===== src/rtl/decode_stage_hs_pkg.sv =====
`default_nettype none
// ============================================================================
// Module      : decode_stage_hs_pkg
// Description : Shared constants and helpers for the RV32I_Zicsr decode stage:
//               opcodes, one-hot ALU op bit indices, CSR op codes.
// Revision    : 2.0 - second-generation decode with handshake and Zicsr
// ============================================================================
package decode_stage_hs_pkg;

  // Architectural register address width (fixed even for RV32E).
  localparam int unsigned XADDR     = 5;
  // Width of the one-hot ALU op vector.
  localparam int unsigned c_aluops  = 14;

  // Major opcodes
  localparam logic [6:0] c_op_load   = 7'b0000011;
  localparam logic [6:0] c_op_misc   = 7'b0001111;
  localparam logic [6:0] c_op_opimm  = 7'b0010011;
  localparam logic [6:0] c_op_auipc  = 7'b0010111;
  localparam logic [6:0] c_op_store  = 7'b0100011;
  localparam logic [6:0] c_op_op     = 7'b0110011;
  localparam logic [6:0] c_op_lui    = 7'b0110111;
  localparam logic [6:0] c_op_branch = 7'b1100011;
  localparam logic [6:0] c_op_jalr   = 7'b1100111;
  localparam logic [6:0] c_op_jal    = 7'b1101111;
  localparam logic [6:0] c_op_system = 7'b1110011;

  // ALU op bit indices within the one-hot vector
  localparam int unsigned c_alu_add  = 0;
  localparam int unsigned c_alu_sub  = 1;
  localparam int unsigned c_alu_sll  = 2;
  localparam int unsigned c_alu_slt  = 3;
  localparam int unsigned c_alu_sltu = 4;
  localparam int unsigned c_alu_xor  = 5;
  localparam int unsigned c_alu_srl  = 6;
  localparam int unsigned c_alu_sra  = 7;
  localparam int unsigned c_alu_or   = 8;
  localparam int unsigned c_alu_and  = 9;
  localparam int unsigned c_alu_eq   = 10;
  localparam int unsigned c_alu_neq  = 11;
  localparam int unsigned c_alu_ge   = 12;
  localparam int unsigned c_alu_geu  = 13;

  // CSR op codes (match funct3[1:0] of the CSR instructions)
  localparam logic [1:0] c_csr_none = 2'b00;
  localparam logic [1:0] c_csr_rw   = 2'b01;
  localparam logic [1:0] c_csr_rs   = 2'b10;
  localparam logic [1:0] c_csr_rc   = 2'b11;

  // One-hot vector with only bit idx set.
  function automatic logic [c_aluops-1:0] alu_onehot(input int unsigned idx);
    alu_onehot      = '0;
    alu_onehot[idx] = 1'b1;
  endfunction

  // Register/immediate arithmetic op; alt selects SUB/SRA.
  function automatic logic [c_aluops-1:0] arith_op(input logic [2:0] f3, input logic alt);
    case (f3)
      3'b000:  arith_op = alu_onehot(alt ? c_alu_sub : c_alu_add);
      3'b001:  arith_op = alu_onehot(c_alu_sll);
      3'b010:  arith_op = alu_onehot(c_alu_slt);
      3'b011:  arith_op = alu_onehot(c_alu_sltu);
      3'b100:  arith_op = alu_onehot(c_alu_xor);
      3'b101:  arith_op = alu_onehot(alt ? c_alu_sra : c_alu_srl);
      3'b110:  arith_op = alu_onehot(c_alu_or);
      default: arith_op = alu_onehot(c_alu_and);
    endcase
  endfunction

endpackage
`default_nettype wire


===== src/rtl/decode_stage_hs_imm_gen.sv =====
`default_nettype none
// ============================================================================
// Module      : decode_stage_hs_imm_gen
// Description : Combinational immediate select by opcode, sign-extended to
//               XLEN; CSR forms produce the zero-extended uimm field.
// Revision    : 2.0 - adds CSR uimm
// ============================================================================
module decode_stage_hs_imm_gen
  import decode_stage_hs_pkg::*;
#(
  parameter int unsigned XLEN = 32
) (
  input  logic [31:0]     i_inst,
  output logic [XLEN-1:0] o_imm
);

  logic signed [31:0] w_imm32;

  // Pick the immediate format from the opcode.
  always_comb begin
    w_imm32 = '0;
    case (i_inst[6:0])
      c_op_opimm, c_op_load, c_op_jalr:
        w_imm32 = {{20{i_inst[31]}}, i_inst[31:20]};
      c_op_store:
        w_imm32 = {{20{i_inst[31]}}, i_inst[31:25], i_inst[11:7]};
      c_op_branch:
        w_imm32 = {{19{i_inst[31]}}, i_inst[31], i_inst[7], i_inst[30:25], i_inst[11:8], 1'b0};
      c_op_lui, c_op_auipc:
        w_imm32 = {i_inst[31:12], 12'b0};
      c_op_jal:
        w_imm32 = {{11{i_inst[31]}}, i_inst[31], i_inst[19:12], i_inst[20], i_inst[30:21], 1'b0};
      c_op_system:
        if (i_inst[14:12] != 3'b000) w_imm32 = {27'b0, i_inst[19:15]};
      default:
        w_imm32 = '0;
    endcase
  end

  // Signed size cast sign-extends to XLEN.
  assign o_imm = XLEN'(w_imm32);

endmodule
`default_nettype wire


===== src/rtl/decode_stage_hs_register_file.sv =====
`default_nettype none
// ============================================================================
// Module      : decode_stage_hs_register_file
// Description : NREGS x XLEN register file, two read ports with same-cycle
//               writeback bypass; x0 and addresses >= NREGS read as zero.
// Revision    : 2.0 - parametrised for RV32E
// ============================================================================
module decode_stage_hs_register_file
  import decode_stage_hs_pkg::*;
#(
  parameter int unsigned XLEN  = 32,
  parameter int unsigned NREGS = 32
) (
  input  logic             i_clk,
  input  logic             i_rst_n,
  input  logic             i_wb_en,
  input  logic [XADDR-1:0] i_wb_addr,
  input  logic [XLEN-1:0]  i_wb_data,
  input  logic [XADDR-1:0] i_rs1_addr,
  input  logic [XADDR-1:0] i_rs2_addr,
  output logic [XLEN-1:0]  o_rs1_data,
  output logic [XLEN-1:0]  o_rs2_data
);

  logic [XLEN-1:0] w_file [2**XADDR];

  // Only entries 1..NREGS-1 hold state; the rest are tied to zero.
  for (genvar gi = 0; gi < 2**XADDR; gi++) begin : g_entry
    if (gi == 0 || gi >= NREGS) begin : g_zero
      assign w_file[gi] = '0;
    end else begin : g_reg
      logic [XLEN-1:0] r_q;
      // Entry register: cleared on reset, loaded on matching writeback.
      always_ff @(posedge i_clk) begin
        if (!i_rst_n) begin
          r_q <= '0;
        end else if (i_wb_en && i_wb_addr == XADDR'(gi)) begin
          r_q <= i_wb_data;
        end
      end
      assign w_file[gi] = r_q;
    end
  end

  // Read ports: forward writeback data that lands this cycle.
  always_comb begin
    o_rs1_data = w_file[i_rs1_addr];
    o_rs2_data = w_file[i_rs2_addr];
    if (i_wb_en && i_wb_addr == i_rs1_addr && i_rs1_addr != '0) o_rs1_data = i_wb_data;
    if (i_wb_en && i_wb_addr == i_rs2_addr && i_rs2_addr != '0) o_rs2_data = i_wb_data;
  end

endmodule
`default_nettype wire


===== src/rtl/decode_stage_hs.sv =====
`default_nettype none
// ============================================================================
// Module      : decode_stage_hs
// Description : RV32I_Zicsr decode stage with valid/ready handshake, flush,
//               load-use hazard stall, register file with WB bypass and an
//               illegal-instruction flag. Registered ID/EX bundle.
// Revision    : 2.0 - second generation
// ============================================================================
module decode_stage_hs
  import decode_stage_hs_pkg::*;
#(
  parameter int unsigned XLEN   = 32,
  parameter int unsigned NREGS  = 32,
  parameter int unsigned ALUOPS = c_aluops
) (
  input  logic              i_clk,
  input  logic              i_rst_n,
  input  logic              i_valid,
  output logic              o_ready,
  input  logic [31:0]       i_inst,
  input  logic [XLEN-1:0]   i_pc,
  input  logic              i_flush,
  input  logic              i_wb_en,
  input  logic [XADDR-1:0]  i_wb_addr,
  input  logic [XLEN-1:0]   i_wb_data,
  input  logic              i_ex_is_load,
  input  logic [XADDR-1:0]  i_ex_rd_addr,
  output logic              o_valid,
  input  logic              i_ready,
  output logic [6:0]        or_opcode,
  output logic [2:0]        or_funct3,
  output logic [6:0]        or_funct7,
  output logic [XADDR-1:0]  or_rd_addr,
  output logic [XADDR-1:0]  or_rs1_addr,
  output logic [XADDR-1:0]  or_rs2_addr,
  output logic [XLEN-1:0]   or_rs1_data,
  output logic [XLEN-1:0]   or_rs2_data,
  output logic [XLEN-1:0]   or_imm,
  output logic [XLEN-1:0]   or_pc,
  output logic [ALUOPS-1:0] or_alu_op,
  output logic [11:0]       or_csr_addr,
  output logic [1:0]        or_csr_op,
  output logic              or_csr_imm,
  output logic              or_illegal
);

  localparam logic [XADDR:0] c_nregs = (XADDR+1)'(NREGS);

  logic [6:0]          w_opcode;
  logic [2:0]          w_funct3;
  logic [6:0]          w_funct7;
  logic [XADDR-1:0]    w_rd, w_rs1, w_rs2;
  logic                w_f7_zero, w_f7_alt;
  logic                w_rd_used, w_rs1_used, w_rs2_used;
  logic [c_aluops-1:0] w_alu;
  logic                w_illegal;
  logic [11:0]         w_csr_addr;
  logic [1:0]          w_csr_op;
  logic                w_csr_imm;
  logic [XLEN-1:0]     w_imm, w_rs1_data, w_rs2_data;
  logic                w_hazard, w_capture;

  assign w_opcode  = i_inst[6:0];
  assign w_funct3  = i_inst[14:12];
  assign w_funct7  = i_inst[31:25];
  assign w_rd      = i_inst[11:7];
  assign w_rs1     = i_inst[19:15];
  assign w_rs2     = i_inst[24:20];
  assign w_f7_zero = (w_funct7 == 7'b0000000);
  assign w_f7_alt  = (w_funct7 == 7'b0100000);

  decode_stage_hs_register_file #(.XLEN(XLEN), .NREGS(NREGS)) u_regfile (
    .i_clk      (i_clk),
    .i_rst_n    (i_rst_n),
    .i_wb_en    (i_wb_en),
    .i_wb_addr  (i_wb_addr),
    .i_wb_data  (i_wb_data),
    .i_rs1_addr (w_rs1),
    .i_rs2_addr (w_rs2),
    .o_rs1_data (w_rs1_data),
    .o_rs2_data (w_rs2_data)
  );

  decode_stage_hs_imm_gen #(.XLEN(XLEN)) u_imm_gen (
    .i_inst (i_inst),
    .o_imm  (w_imm)
  );

  // Instruction decode: operand usage, ALU op, CSR fields, legality.
  always_comb begin
    w_rd_used  = 1'b0;
    w_rs1_used = 1'b0;
    w_rs2_used = 1'b0;
    w_alu      = '0;
    w_illegal  = 1'b0;
    w_csr_addr = '0;
    w_csr_op   = c_csr_none;
    w_csr_imm  = 1'b0;
    case (w_opcode)
      c_op_op: begin
        w_rd_used  = 1'b1;
        w_rs1_used = 1'b1;
        w_rs2_used = 1'b1;
        w_alu      = arith_op(w_funct3, w_f7_alt);
        if (!(w_f7_zero || (w_f7_alt && (w_funct3 == 3'b000 || w_funct3 == 3'b101))))
          w_illegal = 1'b1;
      end
      c_op_opimm: begin
        w_rd_used  = 1'b1;
        w_rs1_used = 1'b1;
        w_alu      = arith_op(w_funct3, w_f7_alt && w_funct3 == 3'b101);
        if ((w_funct3 == 3'b001 && !w_f7_zero) ||
            (w_funct3 == 3'b101 && !(w_f7_zero || w_f7_alt)))
          w_illegal = 1'b1;
      end
      c_op_branch: begin
        w_rs1_used = 1'b1;
        w_rs2_used = 1'b1;
        case (w_funct3)
          3'b000:  w_alu = alu_onehot(c_alu_eq);
          3'b001:  w_alu = alu_onehot(c_alu_neq);
          3'b100:  w_alu = alu_onehot(c_alu_slt);
          3'b101:  w_alu = alu_onehot(c_alu_ge);
          3'b110:  w_alu = alu_onehot(c_alu_sltu);
          3'b111:  w_alu = alu_onehot(c_alu_geu);
          default: w_illegal = 1'b1;
        endcase
      end
      c_op_load: begin
        w_rd_used  = 1'b1;
        w_rs1_used = 1'b1;
        if (w_funct3 == 3'b011 || w_funct3[2:1] == 2'b11) w_illegal = 1'b1;
      end
      c_op_store: begin
        w_rs1_used = 1'b1;
        w_rs2_used = 1'b1;
        if (w_funct3[2] || w_funct3 == 3'b011) w_illegal = 1'b1;
      end
      c_op_jalr: begin
        w_rd_used  = 1'b1;
        w_rs1_used = 1'b1;
        if (w_funct3 != 3'b000) w_illegal = 1'b1;
      end
      c_op_jal, c_op_lui, c_op_auipc: begin
        w_rd_used = 1'b1;
      end
      c_op_misc: begin
        w_illegal = 1'b0;
      end
      c_op_system: begin
        if (w_funct3 == 3'b000) begin
          // Only ECALL and EBREAK are supported privileged encodings.
          if (i_inst != 32'h0000_0073 && i_inst != 32'h0010_0073) w_illegal = 1'b1;
        end else if (w_funct3 == 3'b100) begin
          w_illegal = 1'b1;
        end else begin
          w_rd_used  = 1'b1;
          w_rs1_used = !w_funct3[2];
          w_csr_addr = i_inst[31:20];
          w_csr_op   = w_funct3[1:0];
          w_csr_imm  = w_funct3[2];
        end
      end
      default: w_illegal = 1'b1;
    endcase
    if (i_inst[1:0] != 2'b11) w_illegal = 1'b1;
    // Register addresses beyond the implemented file (RV32E).
    if ((w_rd_used  && {1'b0, w_rd}  >= c_nregs) ||
        (w_rs1_used && {1'b0, w_rs1} >= c_nregs) ||
        (w_rs2_used && {1'b0, w_rs2} >= c_nregs))
      w_illegal = 1'b1;
  end

  // Load-use hazard and handshake.
  always_comb begin
    w_hazard = i_valid && i_ex_is_load && (i_ex_rd_addr != '0) &&
               ((w_rs1_used && w_rs1 == i_ex_rd_addr) ||
                (w_rs2_used && w_rs2 == i_ex_rd_addr));
    o_ready   = (!o_valid || i_ready) && !w_hazard && !i_flush;
    w_capture = i_valid && o_ready;
  end

  // Bundle valid: flush kills, capture sets, downstream take clears.
  always_ff @(posedge i_clk) begin
    if (!i_rst_n)       o_valid <= 1'b0;
    else if (i_flush)   o_valid <= 1'b0;
    else if (w_capture) o_valid <= 1'b1;
    else if (i_ready)   o_valid <= 1'b0;
  end

  // Bundle payload: loaded on capture, otherwise held stable.
  always_ff @(posedge i_clk) begin
    if (!i_rst_n) begin
      or_opcode   <= '0;
      or_funct3   <= '0;
      or_funct7   <= '0;
      or_rd_addr  <= '0;
      or_rs1_addr <= '0;
      or_rs2_addr <= '0;
      or_rs1_data <= '0;
      or_rs2_data <= '0;
      or_imm      <= '0;
      or_pc       <= '0;
      or_alu_op   <= '0;
      or_csr_addr <= '0;
      or_csr_op   <= '0;
      or_csr_imm  <= 1'b0;
      or_illegal  <= 1'b0;
    end else if (w_capture) begin
      or_opcode   <= w_opcode;
      or_funct3   <= w_funct3;
      or_funct7   <= w_funct7;
      or_rd_addr  <= w_rd;
      or_rs1_addr <= w_rs1;
      or_rs2_addr <= w_rs2;
      or_rs1_data <= w_rs1_data;
      or_rs2_data <= w_rs2_data;
      or_imm      <= w_imm;
      or_pc       <= i_pc;
      or_alu_op   <= ALUOPS'(w_alu);
      or_csr_addr <= w_csr_addr;
      or_csr_op   <= w_csr_op;
      or_csr_imm  <= w_csr_imm;
      or_illegal  <= w_illegal;
    end
  end

endmodule
`default_nettype wire


===== config.mk =====
export PLATFORM = sky130hd
export DESIGN_NAME = decode_stage_hs
export DESIGN_NICKNAME = d
export VERILOG_FILES = /design/src/rtl/decode_stage_hs_pkg.sv /design/src/rtl/decode_stage_hs_imm_gen.sv /design/src/rtl/decode_stage_hs_register_file.sv /design/src/rtl/decode_stage_hs.sv
export SDC_FILE = /design/constraint.sdc
export NUM_CORES = 2
export LEC_CHECK = 0
export BUFFER_PORTS_ARGS = -buffer_cell sky130_fd_sc_hd__buf_2
export CAP_MARGIN = 20
export CORE_ASPECT_RATIO = 2
export CORE_MARGIN = 10
export CORE_UTILIZATION = 45
export DETAILED_ROUTE_END_ITERATION = 16
export PLACE_DENSITY = 0.63
export RECOVER_POWER = 25
export SLEW_MARGIN = 10
export SYNTH_ARGS = -nofsm -noshare
export SYNTH_HDL_FRONTEND = slang
export SYNTH_HIERARCHICAL = 1
export SYNTH_SLANG_ARGS = --single-unit

===== constraint.sdc =====
create_clock -name i_clk -period 2.7 [get_ports i_clk]
set_input_delay 0.27 -clock i_clk [delete_from_list [all_inputs] [get_ports i_clk]]
set_output_delay 0.27 -clock i_clk [all_outputs]
set_load 0.01 [all_outputs]

==> results_tabular.tex <==
\begin{tabular}{lr}
\hline
Metric & Value \\
\hline
\multicolumn{2}{l}{\textbf{Layout}} \\
\quad Leading cell types in the layout, fill and taps excluded & sky130\_fd\_sc\_hd\_\_nand2\_1, sky130\_fd\_sc\_hd\_\_dfxtp\_1, sky130\_fd\_sc\_hd\_\_a21boi\_0, sky130\_fd\_sc\_hd\_\_mux4\_2, sky130\_fd\_sc\_hd\_\_a21oi\_1 \\
\quad Sequential Area & 23,700 sq um \\
\quad Final-stage net count & 7,283 \\
\quad Area growth from synthesis to layout & 14.9\% \\
\quad Fraction of layout instances using a drive strength above 1 & 19.1\% \\
\quad Layout filler cell count & 12,400 \\
\quad Area of combinational cells with multiple inputs & 35,100 sq um \\
\quad Most common cell after layout, fill and taps aside & sky130\_fd\_sc\_hd\_\_nand2\_1 \\
\multicolumn{2}{l}{\textbf{Critical path}} \\
\quad Crit path capture type & output pin \\
\quad Kind of cell adding the most delay to the critical path & buffers and inverters \\
\quad Cell with the biggest individual delay on the critical path & sky130\_fd\_sc\_hd\_\_dlygate4sd3\_1 \\
\quad Ordered cell list for the critical path & dlygate4sd3\_1, clkbuf\_4, nand2b\_1, o311ai\_1, and4b\_4, buf\_12, nor4b\_1, buf\_2 \\
\quad Kind of launch point of the worst setup path & input port \\
\quad Required arrival time at the worst endpoint & 2430 ps \\
\quad Reg2reg setup slack & 610 ps \\
\quad Data arrival at the endpoint of the critical path & 2330 ps \\
\quad Maximum fanout along the worst path & 26 \\
\quad Combined buffer and inverter count along the critical path & 4 \\
\quad Critical Setup Path Class & in2out \\
\quad Delay of the slowest critical-path stage & 550 ps \\
\multicolumn{2}{l}{\textbf{Global route}} \\
\quad Number of antenna violations at the first check in global routing & 27 \\
\quad Largest net degree at the start of global routing & 224 \\
\quad Final global-route overflow total & 0 \\
\quad Global Route Usage Sum & 32.8\% \\
\quad Via count of the first global-routing pass & 56,500 \\
\quad First-pass GRT wire length & 374,000 um \\
\multicolumn{2}{l}{\textbf{Clock network}} \\
\quad Clock root buffer & sky130\_fd\_sc\_hd\_\_clkbuf\_16 \\
\quad Sinks on Clock Net & 1,183 \\
\quad Clk\_lat worst skew & 750 ps \\
\quad Reg clk slew, reported paths & 70 ps \\
\quad Maximum clock insertion buffer count & 3 \\
\quad Number of levels the H-tree was split into & 3 \\
\quad Total clock buffers created by CTS & 103 \\
\quad CTS tree & done \\
\multicolumn{2}{l}{\textbf{Floorplanning}} \\
\quad Number of placement rows & 192 \\
\quad Die area & 154,000 sq um \\
\quad Floorplan Core Area & 137,000 sq um \\
\quad I/O Pins & 305 \\
\quad Die Span Y & 544 um \\
\quad Initial Util & 45.2\% \\
\quad Die extent in x & 282 um \\
\multicolumn{2}{l}{\textbf{Detailed routing}} \\
\quad Met1 wire length & 86,100 um \\
\quad DR WL/cell & 28.8 um \\
\quad Met2 WL post-DR & 121,000 um \\
\quad Number of antenna-violating nets in the routed design & 0 \\
\quad Number of DRC markers in iteration 0 & 5,380 \\
\quad Total wire length after detailed routing & 260,000 um \\
\quad Count of TritonRoute iterations in the first routing pass & 6 \\
\quad Detailed-routed wire length on met3 & 25,800 um \\
\quad Topmost layer with routed signal wires & met5 \\
\quad Post-route DRC violation count & 0 \\
\quad Count of vias placed by the detailed router & 57,400 \\
\quad Vias per Instance & 6.37 \\
\multicolumn{2}{l}{\textbf{Synthesis}} \\
\quad Synth Warn \# & 6 \\
\quad Synth area leaders & sky130\_fd\_sc\_hd\_\_dfxtp\_1, sky130\_fd\_sc\_hd\_\_mux4\_2, sky130\_fd\_sc\_hd\_\_nand2\_1 \\
\quad Area share of the largest cell type after synthesis & 38.3\% \\
\quad Most used flip-flop cell after synthesis & sky130\_fd\_sc\_hd\_\_dfxtp\_1 \\
\quad Number of flops mapped to enable cells by yosys & 0 \\
\quad Mapped Nets & 7,181 \\
\quad Seq cells post-synth & 1,183 \\
\quad Count of unique library cells instantiated by Yosys & 83 \\
\quad FFs w/ async S/R, synth & 0\% \\
\quad Sequential-to-total area share from yosys stat & 38.3\% \\
\quad Library cell with the largest summed area after synthesis & sky130\_fd\_sc\_hd\_\_dfxtp\_1 \\
\quad Post-Synthesis Mean Instance Area & 8.75 sq um \\
\quad Combined area of all synthesized cells & 61,900 sq um \\
\quad Synth Instances & 7,068 \\
\multicolumn{2}{l}{\textbf{Placement}} \\
\quad DPL Wire Length & 174,000 um \\
\quad Setup slack at placement & 110 ps \\
\quad Count of input and output buffers & 304 \\
\quad RD Place Congestion & 0.972 \\
\multicolumn{2}{l}{\textbf{STA}} \\
\quad Unrepaired setup endpoints after global routing & false \\
\quad Final Hold Viols & 0 \\
\quad Final Critical Period & 2600 ps \\
\quad Setup TNS after final layout & 0 ps \\
\quad Max Clk Rate & 0.384 GHz \\
\quad Worst slew margin relative to its limit & -12.8\% \\
\quad Largest clock skew in the final design & 27.7 ps \\
\quad Transition time at the pin with the least slew margin & 1690 ps \\
\quad Final count of pins violating max slew & 72 \\
\quad Final worst-path cycle share & 96.4\% \\
\quad Number of endpoints failing setup at the final stage & 0 \\
\quad Final WS setup & 97.8 ps \\
\multicolumn{2}{l}{\textbf{Outcome}} \\
\quad Violated checks & capacitance limit, slew limit \\
\quad Run status & finished with violations \\
\multicolumn{2}{l}{\textbf{Pwr}} \\
\quad Max rail drop VDD & 0.467 mV \\
\quad Power per standard cell area & 535 nW/um\^{}2 \\
\quad Static leakage & 24.3 nW \\
\multicolumn{2}{l}{\textbf{Min path}} \\
\quad Path type of the worst min-delay path & in2reg \\
\multicolumn{2}{l}{\textbf{Run}} \\
\quad Max-cap check violation count & 4 \\
\hline
\end{tabular}
-- per-stage QoR --
step	instances	area, sq um	hold WS, ps	utilization [%]	total power (W)
finish	9015	71000	13.6	52.0	0.0380
global route	9007	71000	35.9	52.0	0.0389
CTS	8998	71300	0.982	52.1	0.0380
detailed placement	8749	67100	464	49.1	0.0221
global placement	8749	67100	457	49.1	0.0220
floorplan	7068	61900	349	-	0.0203
-- where the power goes --
| part | total, W | switching, W | internal, W |
|---|---|---|---|
| combinational | 0.00408 | 0.00261 | 0.00148 |
| sequential | 0.0178 | 0.000138 | 0.0176 |
| clock | 0.0162 | 0.00726 | 0.00893 |
-- worst paths after layout --
kind                    from        endpoint  cells past startpoint
setup / recovery   i_inst[2]         o_ready                      8
hold / removal    i_inst[15]  or_rs1_addr[0]                      4
setup reg to reg     o_valid         o_valid                      7
hold reg to reg    or_pc[20]       or_pc[20]                      2
-- area by class of cell --
class / instances / share of cell area, %
clock buffer: 142 / 4.10
antenna: 16 / 0.0564
inverter: 12 / 0.0704
clock inverter: 46 / 0.935
tap: 1746 / 3.07
timing repair buffer: 760 / 9.00
sequential: 1183 / 33.3
multi-input combinational: 5110 / 49.4
-- cell usage after synthesis, drive strengths merged (3+ instances only) --
cell type / n
nand2: 2097
dfxtp: 1183
a21boi: 992
clkbuf: 584
mux4: 363
a21oi: 303
o21ai: 219
nand3: 189
buf: 179
mux2i: 174
a22oi: 108
mux2: 102
nor2: 81
o221ai: 66
a22o: 46
nor3: 35
nor2b: 32
o22ai: 30
a31oi: 25
nand2b: 25
nand4: 25
a221o: 23
a21o: 21
a221oi: 18
inv: 12
a211o: 11
xor2: 11
and2: 10
nor4: 10
o41ai: 9
a2111oi: 8
nand3b: 8
xnor2: 8
a211oi: 7
or4: 7
o211ai: 5
a32o: 4
o22a: 4
a41o: 3
nand4b: 3
nor3b: 3
or2: 3
-- repair_timing --
| action | in CTS | in global routing |
|---|---|---|
| endpoints found under the setup margin | 0 | 1 |
| endpoints found under the hold margin | 127 | 0 |
| buffers inserted | 0 | 1 |
| hold buffers | 61 | 0 |
| gates resized for setup | 0 | 1 |
-- worst reg2reg max path, cell delays in order, from the launching register on --
cell                            delay (ps)
sky130_fd_sc_hd__dfxtp_1               310
sky130_fd_sc_hd__nand2b_1               90
sky130_fd_sc_hd__nand3b_1              200
sky130_fd_sc_hd__a41oi_4               330
sky130_fd_sc_hd__buf_12                310
sky130_fd_sc_hd__a21oi_1               120
sky130_fd_sc_hd__nor3_1                130
sky130_fd_sc_hd__dlygate4sd3_1         560
-- layer usage --
metal | track usage (%) | vias up
met5 | 0 | -
met2 | 54.1 | 3565
met3 | 7.07 | 1367
li1 | - | 25000
met4 | 28.3 | 14
met1 | 35.3 | 27500
-- registers in the layout, indices dropped and copies added (netlist names), 3 cells and up --
signal	count
or_funct7	7
or_rs1_addr	5
or_rs1_data	32
or_pc	32
or_csr_addr	12
or_alu_op	14
or_funct3	3
u_regfile/g_entry.g_reg.r_q	992
or_imm	32
or_rd_addr	5
or_rs2_addr	5
or_rs2_data	32
or_opcode	7
-- cells by family (layout without fill, tap and decap cells) --
logic type	after synthesis	in the layout	share of synthesized area, %
DFF	1183	1183	38.3
muxes	639	639	17.9
AOI/OAI and AO/OA	1911	1911	21.5
xor gates and xnor gates	19	19	0.269
and+or+nand+nor	2541	2541	16.7
buffers and inverters	775	960	5.40
other	0	16	0
Note: power is estimated with default switching activity, not from simulation.
